`src/rtl/i2c_frame_counter_pkg.sv`:
```
// Shared I2C datapath types and default field widths.
// Imported by the frame counter and the master/slave FSMs.
package i2c_pkg;

    typedef enum logic [1:0] {
        IDLE = 2'd0,
        DATA = 2'd1,
        ACK  = 2'd2
    } frame_state_t;

    localparam int BIT_W_DEF  = 4;
    localparam int WORD_W_DEF = 8;

endpackage

```
`src/rtl/i2c_frame_counter_if.sv`:
```
// Control/status bundle between an I2C FSM (master) and the frame counter (slave).
// Widths follow the counter's BIT_W/WORD_W parameters.
interface i2c_frame_counter_if import i2c_pkg::*; #(
    parameter int BIT_W  = BIT_W_DEF,
    parameter int WORD_W = WORD_W_DEF
);
    logic              start;
    logic [BIT_W-1:0]  len;
    logic [WORD_W-1:0] words;
    logic              tick;
    logic              abort;
    logic              busy;
    logic [BIT_W-1:0]  bit_idx;
    logic [WORD_W-1:0] word_idx;
    logic              last_bit;
    logic              ack_slot;
    logic              word_done;
    logic              frame_done;
    logic              cfg_err;

    modport master (
        output start, len, words, tick, abort,
        input  busy, bit_idx, word_idx, last_bit, ack_slot, word_done, frame_done, cfg_err
    );

    modport slave (
        input  start, len, words, tick, abort,
        output busy, bit_idx, word_idx, last_bit, ack_slot, word_done, frame_done, cfg_err
    );
endinterface

```
`src/rtl/i2c_frame_counter.sv`:
```
// Bit/word sequencer: counts len bits (+ optional ACK slot) per word, words per frame, on tick.
// All outputs come from registered state; results of an event at cycle n appear at n+1.
module i2c_frame_counter import i2c_pkg::*; #(
    parameter int BIT_W  = BIT_W_DEF,
    parameter int WORD_W = WORD_W_DEF,
    parameter bit ACK_EN = 1'b1
) (
    input  logic                clk,
    input  logic                rst,
    i2c_frame_counter_if.slave  bus
);

    localparam logic [BIT_W-1:0]  BIT_ONE  = BIT_W'(1);
    localparam logic [WORD_W-1:0] WORD_ONE = WORD_W'(1);

    frame_state_t      r_state,      w_state;
    logic [BIT_W-1:0]  r_bit_idx,    w_bit_idx;
    logic [WORD_W-1:0] r_word_idx,   w_word_idx;
    logic [BIT_W-1:0]  r_len_q,      w_len_q;
    logic [WORD_W-1:0] r_words_q,    w_words_q;
    logic              r_word_done,  w_word_done;
    logic              r_frame_done, w_frame_done;
    logic              r_cfg_err,    w_cfg_err;
    logic              w_word_end;
    logic              w_last_bit;
    logic              w_last_word;

    assign w_last_bit  = (r_state == DATA) && (r_bit_idx == r_len_q - BIT_ONE);
    assign w_last_word = (r_word_idx == r_words_q - WORD_ONE);

    // Priority abort > start > tick; terminal compares happen before any increment.
    always_comb begin
        w_state      = r_state;
        w_bit_idx    = r_bit_idx;
        w_word_idx   = r_word_idx;
        w_len_q      = r_len_q;
        w_words_q    = r_words_q;
        w_word_done  = 1'b0;
        w_frame_done = 1'b0;
        w_cfg_err    = 1'b0;
        w_word_end   = 1'b0;

        if (bus.abort) begin
            w_state    = IDLE;
            w_bit_idx  = '0;
            w_word_idx = '0;
        end else if (bus.start) begin
            w_bit_idx  = '0;
            w_word_idx = '0;
            if ((bus.len != '0) && (bus.words != '0)) begin
                w_len_q   = bus.len;
                w_words_q = bus.words;
                w_state   = DATA;
            end else begin
                w_cfg_err = 1'b1;
                w_state   = IDLE;
            end
        end else if (bus.tick) begin
            case (r_state)
                DATA: begin
                    if (!w_last_bit)
                        w_bit_idx = r_bit_idx + BIT_ONE;
                    else if (ACK_EN)
                        w_state = ACK;
                    else
                        w_word_end = 1'b1;
                end
                ACK:     w_word_end = 1'b1;
                default: w_state = IDLE;
            endcase
        end

        if (w_word_end) begin
            w_word_done = 1'b1;
            w_bit_idx   = '0;
            if (w_last_word) begin
                w_frame_done = 1'b1;
                w_word_idx   = '0;
                w_state      = IDLE;
            end else begin
                w_word_idx = r_word_idx + WORD_ONE;
                w_state    = DATA;
            end
        end
    end

    always_ff @(posedge clk) begin
        if (rst) begin
            r_state      <= IDLE;
            r_bit_idx    <= '0;
            r_word_idx   <= '0;
            r_len_q      <= '0;
            r_words_q    <= '0;
            r_word_done  <= 1'b0;
            r_frame_done <= 1'b0;
            r_cfg_err    <= 1'b0;
        end else begin
            r_state      <= w_state;
            r_bit_idx    <= w_bit_idx;
            r_word_idx   <= w_word_idx;
            r_len_q      <= w_len_q;
            r_words_q    <= w_words_q;
            r_word_done  <= w_word_done;
            r_frame_done <= w_frame_done;
            r_cfg_err    <= w_cfg_err;
        end
    end

    assign bus.busy       = (r_state != IDLE);
    assign bus.bit_idx    = r_bit_idx;
    assign bus.word_idx   = r_word_idx;
    assign bus.last_bit   = w_last_bit;
    assign bus.ack_slot   = (r_state == ACK);
    assign bus.word_done  = r_word_done;
    assign bus.frame_done = r_frame_done;
    assign bus.cfg_err    = r_cfg_err;

endmodule

```
`src/flat_wrapper.sv`:
```
// flat-port wrapper written by rule: the top's interface ports become plain ports
module i2c_frame_counter_flat import i2c_pkg::*;
#(
    parameter int BIT_W  = BIT_W_DEF,
    parameter int WORD_W = WORD_W_DEF,
    parameter bit ACK_EN = 1'b1
)
  (clk, rst, bus_start, bus_len, bus_words, bus_tick, bus_abort, bus_busy, bus_bit_idx, bus_word_idx, bus_last_bit, bus_ack_slot, bus_word_done, bus_frame_done, bus_cfg_err);
  i2c_frame_counter_if #(.BIT_W(BIT_W), .WORD_W(WORD_W)) bus_i ();
  input  logic clk;
  input  logic rst;
  input wire logic [$bits(bus_i.start)-1:0] bus_start;
  input wire logic [$bits(bus_i.len)-1:0] bus_len;
  input wire logic [$bits(bus_i.words)-1:0] bus_words;
  input wire logic [$bits(bus_i.tick)-1:0] bus_tick;
  input wire logic [$bits(bus_i.abort)-1:0] bus_abort;
  output wire logic [$bits(bus_i.busy)-1:0] bus_busy;
  output wire logic [$bits(bus_i.bit_idx)-1:0] bus_bit_idx;
  output wire logic [$bits(bus_i.word_idx)-1:0] bus_word_idx;
  output wire logic [$bits(bus_i.last_bit)-1:0] bus_last_bit;
  output wire logic [$bits(bus_i.ack_slot)-1:0] bus_ack_slot;
  output wire logic [$bits(bus_i.word_done)-1:0] bus_word_done;
  output wire logic [$bits(bus_i.frame_done)-1:0] bus_frame_done;
  output wire logic [$bits(bus_i.cfg_err)-1:0] bus_cfg_err;
  assign bus_i.start = bus_start;
  assign bus_i.len = bus_len;
  assign bus_i.words = bus_words;
  assign bus_i.tick = bus_tick;
  assign bus_i.abort = bus_abort;
  assign bus_busy = bus_i.busy;
  assign bus_bit_idx = bus_i.bit_idx;
  assign bus_word_idx = bus_i.word_idx;
  assign bus_last_bit = bus_i.last_bit;
  assign bus_ack_slot = bus_i.ack_slot;
  assign bus_word_done = bus_i.word_done;
  assign bus_frame_done = bus_i.frame_done;
  assign bus_cfg_err = bus_i.cfg_err;
  i2c_frame_counter #(.BIT_W(BIT_W), .WORD_W(WORD_W), .ACK_EN(ACK_EN)) u_core (.clk(clk), .rst(rst), .bus(bus_i));
endmodule
```
`config.mk`:
```
export PLATFORM = sky130hd
export DESIGN_NAME = i2c_frame_counter_flat
export DESIGN_NICKNAME = d
export VERILOG_FILES = /design/src/rtl/i2c_frame_counter_pkg.sv /design/src/rtl/i2c_frame_counter_if.sv /design/src/rtl/i2c_frame_counter.sv /design/src/flat_wrapper.sv
export SDC_FILE = /design/constraint.sdc
export NUM_CORES = 1
export LEC_CHECK = 0
export BUFFER_PORTS_ARGS = -buffer_cell sky130_fd_sc_hd__buf_2
export CORE_MARGIN = 8
export CORE_UTILIZATION = 45
export CTS_BUF_LIST = sky130_fd_sc_hd__clkbuf_8
export CTS_CLUSTER_DIAMETER = 50
export DETAILED_ROUTE_END_ITERATION = 8
export PLACE_DENSITY = 0.8
export SYNTH_ARGS = -nofsm -noshare
export SYNTH_HDL_FRONTEND = slang
export SYNTH_SLANG_ARGS = --single-unit
```
`constraint.sdc`:
```
create_clock -name clk -period 2.6 [get_ports clk]
set_input_delay 0.39 -clock clk [delete_from_list [all_inputs] [get_ports clk]]
set_output_delay 0.39 -clock clk [all_outputs]
set_load 0.01 [all_outputs]
```
**After elaboration in Yosys (flattened, before gate mapping)**

Cells that the tools add are included.

- Input port bits: 17
- Word-level logic and storage cells: 54
- Output and inout port bits: 18
- Register bits after elaboration: 29

- Reductions and logical operators: 13
- Bitwise operators: 4
- Equality and inequality tests: 6
- $add $sub $neg: 4
- Muxes and demuxes: 19

Operators by type and width:

| operator | number |
|---|---|
| $mux 8 | 4 |
| $mux 2 | 5 |
| $mux 1 | 9 |
| $reduce_and 3->1 | 3 |
| $add 8x1->8 const B | 1 |
| $eq 8x8->1 | 1 |
| $reduce_bool 4->1 | 2 |
| $reduce_bool 8->1 | 1 |
| $sub 8x1->8 const B | 1 |
| $ne 5x4->1 const B | 1 |
| $add 4x1->4 const B | 1 |
| $eq 4x4->1 | 1 |
| $ne 4x3->1 const B | 1 |
| $not 1->1 | 4 |
| $pmux 2 s2 | 1 |
| $reduce_or 4->1 | 1 |
| $sub 4x1->4 const B | 1 |
| $reduce_bool 3->1 | 1 |
| $reduce_or 3->1 | 1 |
| $eq 2x1->1 const B | 1 |
| $eq 2x2->1 const B | 1 |
| $logic_and 1x1->1 | 2 |
| $reduce_bool 2->1 | 1 |
| $reduce_or 2->1 | 1 |

**Longest topological paths before layout**

Gate-level depths: netlist (run 1).

- Depth after elaboration: 9
- Mapped depth: 8

**Worst setup path before layout (run 1)**

Ideal clock, no wire load.

- Path type: register -> register
- Start: reg u_core.r_words_q[0]
- End: reg u_core.r_state[0]
- Data arrival time: 2.053 ns
- Stages on the path, launching flop included: 7
- Setup time: 0.103 ns
- Data required time: 2.497 ns
- Path slack: 0.444 ns
- Path through: dfxtp_1 or4_1 o21ai_1 a21oi_1 o311a_4 or3_1 a2111oi_2

- Cells in the longest elaborated chain, start to end: 4

RTL lines:

| what | RTL line | RTL |
|---|---|---|
| start, declared | i2c_frame_counter.sv:20 | `logic [WORD_W-1:0] r_words_q, w_words_q;` |
| start signal, assigned | i2c_frame_counter.sv:102 | `r_words_q <= w_words_q;` |
| $sub 8x1->8 | i2c_frame_counter.sv:29 | `assign w_last_word = (r_word_idx == r_words_q - WORD_ONE);` |
| $eq 8x8->1 | i2c_frame_counter.sv:29 |  |
| $mux 1 | i2c_frame_counter.sv:76 | `if (w_last_word) begin` |
| $mux 2 | i2c_frame_counter.sv:73 | `if (w_word_end) begin` |
| end signal, assigned | i2c_frame_counter.sv:98 | `r_state <= w_state;` |
| end, declared | i2c_frame_counter.sv:16 | `frame_state_t r_state, w_state;` |

Every way passes these cells.
A chain may end at the register's enable or synchronous reset.

**Final worst setup path (run 1)**

Same ends and word-level chain as after synthesis.

==> results of run 1 <==
[synthesized netlist by cell type, types with 2 or more instances]
cell type  count  area [um2]
nand3_1        6        30.0
nand2b_1       3        18.8
xor2_1         8        70.1
mux2i_1       14         140
nor4_1         3        18.8
nor3_1         6        30.0
clkbuf_1       2        7.51
o31ai_1        4        30.0
nand4_1        3        18.8
and2_1         2        12.5
ha_1           4        50.1
a22o_1         4        35.0
nor2b_1        4        25.0
nand2_1       13        48.8
nor2_1        27         101
inv_1          5        18.8
o21ai_0        2        10.0
a221o_1        2        20.0
a21oi_1        3        15.0
xnor2_1       10        87.6
dfxtp_1       29         581
or3_1          2        12.5
[power breakdown]
| group | internal, W | total, W | switching, W |
|---|---|---|---|
| combinational | 0.0000509 | 0.000106 | 0.0000551 |
| sequential | 0.000455 | 0.000467 | 0.0000123 |
| clock | 0.000181 | 0.000351 | 0.000170 |
| total | 0.000687 | 0.000924 | 0.000238 |
[registers in the layout, summed over array words and instances, names as in the netlist]
signal / cells
u_core.bus.bit_idx: 4
u_core.bus.cfg_err: 1
u_core.r_state: 2
u_core.r_len_q: 4
u_core.bus.word_done: 1
u_core.bus.frame_done: 1
u_core.bus.word_idx: 8
u_core.r_words_q: 8
[worst max-delay path, cell delays in order, from the launching register on]
cell	delay (ns)
dfxtp_1	0.36
or4_1	0.56
o21ai_1	0.17
a21oi_1	0.10
o311a_4	0.36
or3_1	0.33
a2111oi_2	0.35
[through the flow]
step / instance area (um2) / worst slack [ns] / power [W]
floorplan: 1520 / 0.444 / 0.000547
global placement: 1760 / 0.351 / 0.000578
detailed placement: 1760 / 0.295 / 0.000581
CTS: 1840 / 0.265 / 0.000934
global route: 1840 / 0.0701 / 0.000971
finish: 1840 / 0.272 / 0.000924
[metal layers]
layer | GRT usage, % | vias to the layer above
li1 | - | 695
met1 | 14.8 | 641
met2 | 22.6 | 24
met3 | 6.33 | 8
met4 | 7.10 | 0
met5 | 0 | -
[kinds of logic (layout without fill, tap and decap cells)]
logic type	count (synthesis)	count (layout)	share of synthesized area, %
mux	14	14	9.20
fa+ha+maj	4	4	3.29
simple gates	76	76	24.3
xor+xnor	18	18	10.4
compound gates	23	23	13.0
flops	29	29	38.1
buf+inv	7	48	1.73
[final cells by class]
class / count / area, um2 / share of cell area [%]
Clock buffer: 5 / 68.8 / 3.74
Timing Repair Buffer: 35 / 178 / 9.67
Tap cell: 46 / 57.6 / 3.13
Multi-Input combinational cell: 135 / 921 / 50.1
Clock inverter: 3 / 13.8 / 0.749
Sequential cell: 29 / 581 / 31.6
Inverter: 5 / 18.8 / 1.02
[worst max-delay path by stage]
stage                                     startpoint                                   to  slack, ns  depth (start not counted)
floorplan           u_core.r_words_q[0]$_SDFFE_PP0P_       u_core.r_state[0]$_SDFFE_PP0P_       0.44                          6
global placement    u_core.r_words_q[0]$_SDFFE_PP0P_  u_core.bus.word_idx[4]$_SDFFE_PP0P_       0.35                          7
detailed placement  u_core.r_words_q[0]$_SDFFE_PP0P_  u_core.bus.word_idx[5]$_SDFFE_PP0P_       0.30                          7
CTS                 u_core.r_words_q[0]$_SDFFE_PP0P_       u_core.r_state[0]$_SDFFE_PP0P_       0.27                          6
global route        u_core.r_words_q[0]$_SDFFE_PP0P_  u_core.bus.word_idx[4]$_SDFFE_PP0P_       0.07                          7
finish              u_core.r_words_q[0]$_SDFFE_PP0P_       u_core.r_state[0]$_SDFFE_PP0P_       0.27                          6
==> impl_metrics.toml, run 1 <==
[hold_path]
hold_class = "in2reg"
hold-path-endpoint = "u_core.bus.cfg_err$_SDFF_PP0_"
whs_path_depth = 2
min_from = "bus_abort"

[die]
dieArea_um2 = 5500
die_x_um = 74.2
start_util_pct = 46.4
num_rows = 21
die_h_um = 74.2
fp.coreArea_um2 = 3280
io_pins = 35

[clock_tree]
cts_root_buf = "clkbuf_8"
cts-htree-levels = 2
cts-buffers-inserted = 5
clk_latency_ns = 0.28
cts.sinks = 29
clock_path_buffers = 2
clkTransAtPathRegs_ns = 0.06
cts_tree = "yes"
cts_resized = 0
postCtsSetupBuffers = 0
holdBufCountCts = 0

[finish]
area_growth_pct = 20.7
fill_cells = 329
drive_gt1_share_pct = 22.2
final_common_cell = "buf_2"
fin_nets = 232
num_antenna_cells = 0
final_cell_mix = "buf_2 (34), dfxtp_1 (29), nor2_1 (27)"
fin_util_pct = 56.0
fin_cells = 258

[timing]
slew_headroom_pct = 66.1
setup_viol = 0
tightest_slew_ns = 0.496
rsz0062_at_grt = "no"
timing.final.max_slew_violations = 0
tns_ns = 0
whs_ns = 0.356
period_minus_slack_ns = 2.33
timing.final.crit_share_pct = 89.5
fin_worst_skew_ns = 0.00302
finalHoldViolations = 0
fmax_ghz = 0.430

[power_and_ir_drop]
p_leak_nw = 0.810
peakVddDrop_v = 0.000277
power_density_nw_per_um2 = 503

[drt]
top_layer = "met4"
drc_errors = 0
wire_per_inst_um = 13.6
wl_met1_mm = 1.54
ant_nets = 0
firstDrtPassIters = 4
num_vias = 1368
wl_met2_mm = 1.69
viasPerCell = 5.30
routed_wl_mm = 3.52
drt_iter0_markers = 79
dr_wl_met3_um = 226

[synth]
syn_avg_cell_area_um2 = 8.90
synth_area_um2 = 1520
synth_warnings = 0
synthArstFlopShare_pct = 0
syn_nets = 192
synth_edf_count = 0
synth-seq-cells = 29
ys_seq_area_share_pct = 38.1
synth_flop_cell = "dfxtp_1"
syn_inst = 171
yosysUniqueCellTypes = 37

[critical_path]
r2r_slack_ns = 0.27
reg2reg_depth = 6
worst_ep_required_time_ns = 2.79
cp_max_fo = 9
start_kind = "register"
arrival_ns = 2.51
endpoint_kind = "register"
r2r_start = "u_core.r_words_q[0]$_SDFFE_PP0P_"
path_class = "reg2reg"
timing.rr.end = "u_core.r_state[0]$_SDFFE_PP0P_"

[global_route]
grt_pass1_wl_mm = 5.82
grt-ovfl-total = 0
grt_usage_pct = 13.9
grt_pass1_vias = 1339
antenna_found_initial = 0
grt_max_degree = 17

[placed_design]
place_inst = 250
place_congestion = 0.776
place.port_buffers = 34
hpwl_mm = 2.65

[run_status]
outcome = "complete, no violations"

[flow_run]
maxCapViolations = 0
Note: power is estimated with default switching activity, not from simulation.
==> inputs of run 2 (changes only) <==
--- a/config.mk
+++ b/config.mk
@@ -11,7 +11,8 @@
 export CTS_BUF_LIST = sky130_fd_sc_hd__clkbuf_8
 export CTS_CLUSTER_DIAMETER = 50
 export DETAILED_ROUTE_END_ITERATION = 8
-export PLACE_DENSITY = 0.8
+export PLACE_DENSITY = 0.69
+export SETUP_SLACK_MARGIN = 0.1
 export SYNTH_ARGS = -nofsm -noshare
 export SYNTH_HDL_FRONTEND = slang
 export SYNTH_SLANG_ARGS = --single-unit
==> run 2 against run 1 <==
Highest routed layer unchanged. Register-to-register slack about the same. Non-clock buffer count down 1. First-iteration DRC count down 37%. Via count up 1.5%. Power up 6.1%. Sequential power about the same. Combinational power about the same. Worst setup slack better by 0.00063 ns. Critical path type unchanged. Die area unchanged.
==> impl_metrics.toml, run 2 (synthesis results as in run 1) <==
[critical_path]
cp_top_family = "simple AND/OR/NAND/NOR gates"
path_class = "reg2reg"
crit_path_top_delay_cell = "o311a_4"
arrival_ns = 2.50
path_cells = "nor4_1 > nand2_1 > and4b_1 > o311a_4 > or3_1 > a2111oi_2"
cp_max_fo = 9
endpoint_kind = "register"
r2r_slack_ns = 0.27
slowest_delay_ns = 0.42
cp_num_buf_inv = 0
worst_ep_required_time_ns = 2.77
start_kind = "register"

[placed_design]
postPlaceCellArea_um2 = 1750
hpwl_mm = 2.81
place.port_buffers = 34
place_congestion = 0.873

[timing]
finalHoldViolations = 0
fmax_ghz = 0.430
timing.final.crit_share_pct = 89.5
fin_worst_skew_ns = 0.00833
tns_ns = 0
whs_ns = 0.360
period_minus_slack_ns = 2.33
timing.final.max_slew_violations = 0
slew_headroom_pct = 21.5
setup_viol = 0
tightest_slew_ns = 1.17
rsz0062_at_grt = "no"

[die]
die_h_um = 74.2
num_rows = 21
fp.coreArea_um2 = 3280
dieArea_um2 = 5500
io_pins = 35
start_util_pct = 46.4
die_x_um = 74.2

[clock_tree]
clkTransAtPathRegs_ns = 0.07
cts-htree-levels = 2
clock_path_buffers = 2
cts_tree = "yes"
cts.sinks = 29
clk_latency_ns = 0.28
cts-buffers-inserted = 5
cts_root_buf = "clkbuf_8"
holdBufCountCts = 0

[finish]
fin_area_um2 = 1850
fill_cells = 302
final_common_cell = "buf_2"
drive_gt1_share_pct = 22.3
num_antenna_cells = 0
area_growth_pct = 21.5
final_cell_mix = "buf_2 (34), dfxtp_1 (29), nor2_1 (27)"
fin_nets = 231

[drt]
firstDrtPassIters = 4
num_vias = 1388
routed_wl_mm = 3.54
dr_wl_met3_um = 199
drt_iter0_markers = 50
top_layer = "met4"
ant_nets = 0
wl_met2_mm = 1.82
viasPerCell = 5.40
wire_per_inst_um = 13.8
wl_met1_mm = 1.42
drc_errors = 0

[global_route]
grt_max_degree = 17
grt_pass1_wl_mm = 5.96
grt_pass1_vias = 1429
antenna_found_initial = 0
grt-ovfl-total = 0
grt_usage_pct = 14.0

[hold_path]
hold_class = "in2reg"

[run_status]
outcome = "complete, no violations"

[power_and_ir_drop]
p_leak_nw = 0.810
power_density_nw_per_um2 = 530
peakVddDrop_v = 0.000402
totalPowerFinal_w = 0.000980

[flow_run]
maxCapViolations = 0
-- run 2: report_power, final --
part	leakage (nW)	internal (W)	switching, W	total (W)
Clock	0.0542	0.000239	0.000168	0.000406
Sequential	0.235	0.000455	0.0000125	0.000467
Combinational	0.521	0.0000504	0.0000562	0.000107
-- run 2: worst paths after layout --
check                                     end  cells after the start                              from
max            u_core.r_state[0]$_SDFFE_PP0P_                      6  u_core.r_words_q[0]$_SDFFE_PP0P_
min          u_core.r_words_q[3]$_SDFFE_PP0P_                      3                      bus_words[3]
max reg2reg    u_core.r_state[0]$_SDFFE_PP0P_                      6  u_core.r_words_q[0]$_SDFFE_PP0P_
min reg2reg    u_core.r_len_q[1]$_SDFFE_PP0P_                      2    u_core.r_len_q[1]$_SDFFE_PP0P_
-- run 2: per-stage QoR --
stage / setup WS [ns] / utilization, % / instances
after global routing: 0.159 / 56.3 / 257
after global placement: 0.380 / 53.2 / 249
after CTS: 0.283 / 56.3 / 257
after detailed placement: 0.283 / 53.2 / 249
after floorplan: 0.444 / - / 171
final: 0.273 / 56.3 / 257
-- run 2: what timing repair did --
item | in CTS | in global routing
gates resized for setup | 0 | 1
buffers inserted | 0 | 0
endpoints found under the setup margin | 0 | 1
endpoints found under the hold margin | 0 | 0
-- run 2: layout make-up --
class / count / area [um2] / share of cell area (%)
clock buffer: 7 / 96.3 / 5.21
tap: 46 / 57.6 / 3.11
clock inverter: 1 / 5.00 / 0.270
inverter: 5 / 18.8 / 1.01
multi-input combinational: 135 / 922 / 49.8
sequential: 29 / 581 / 31.4
timing repair buffer: 34 / 170 / 9.20
-- run 2: layer usage --
layer | global-route usage [%] | vias to the layer above
met1 | 13.6 | 653
met3 | 4.45 | 11
met5 | 0 | -
met4 | 8.87 | 0
li1 | - | 690
met2 | 25.1 | 34
-- run 2: worst reg2reg max path, stage by stage, from the launching register on --
cell	delay, ns
dfxtp_1	0.36
nor4_1	0.39
nand2_1	0.13
and4b_1	0.22
o311a_4	0.42
or3_1	0.33
a2111oi_2	0.36
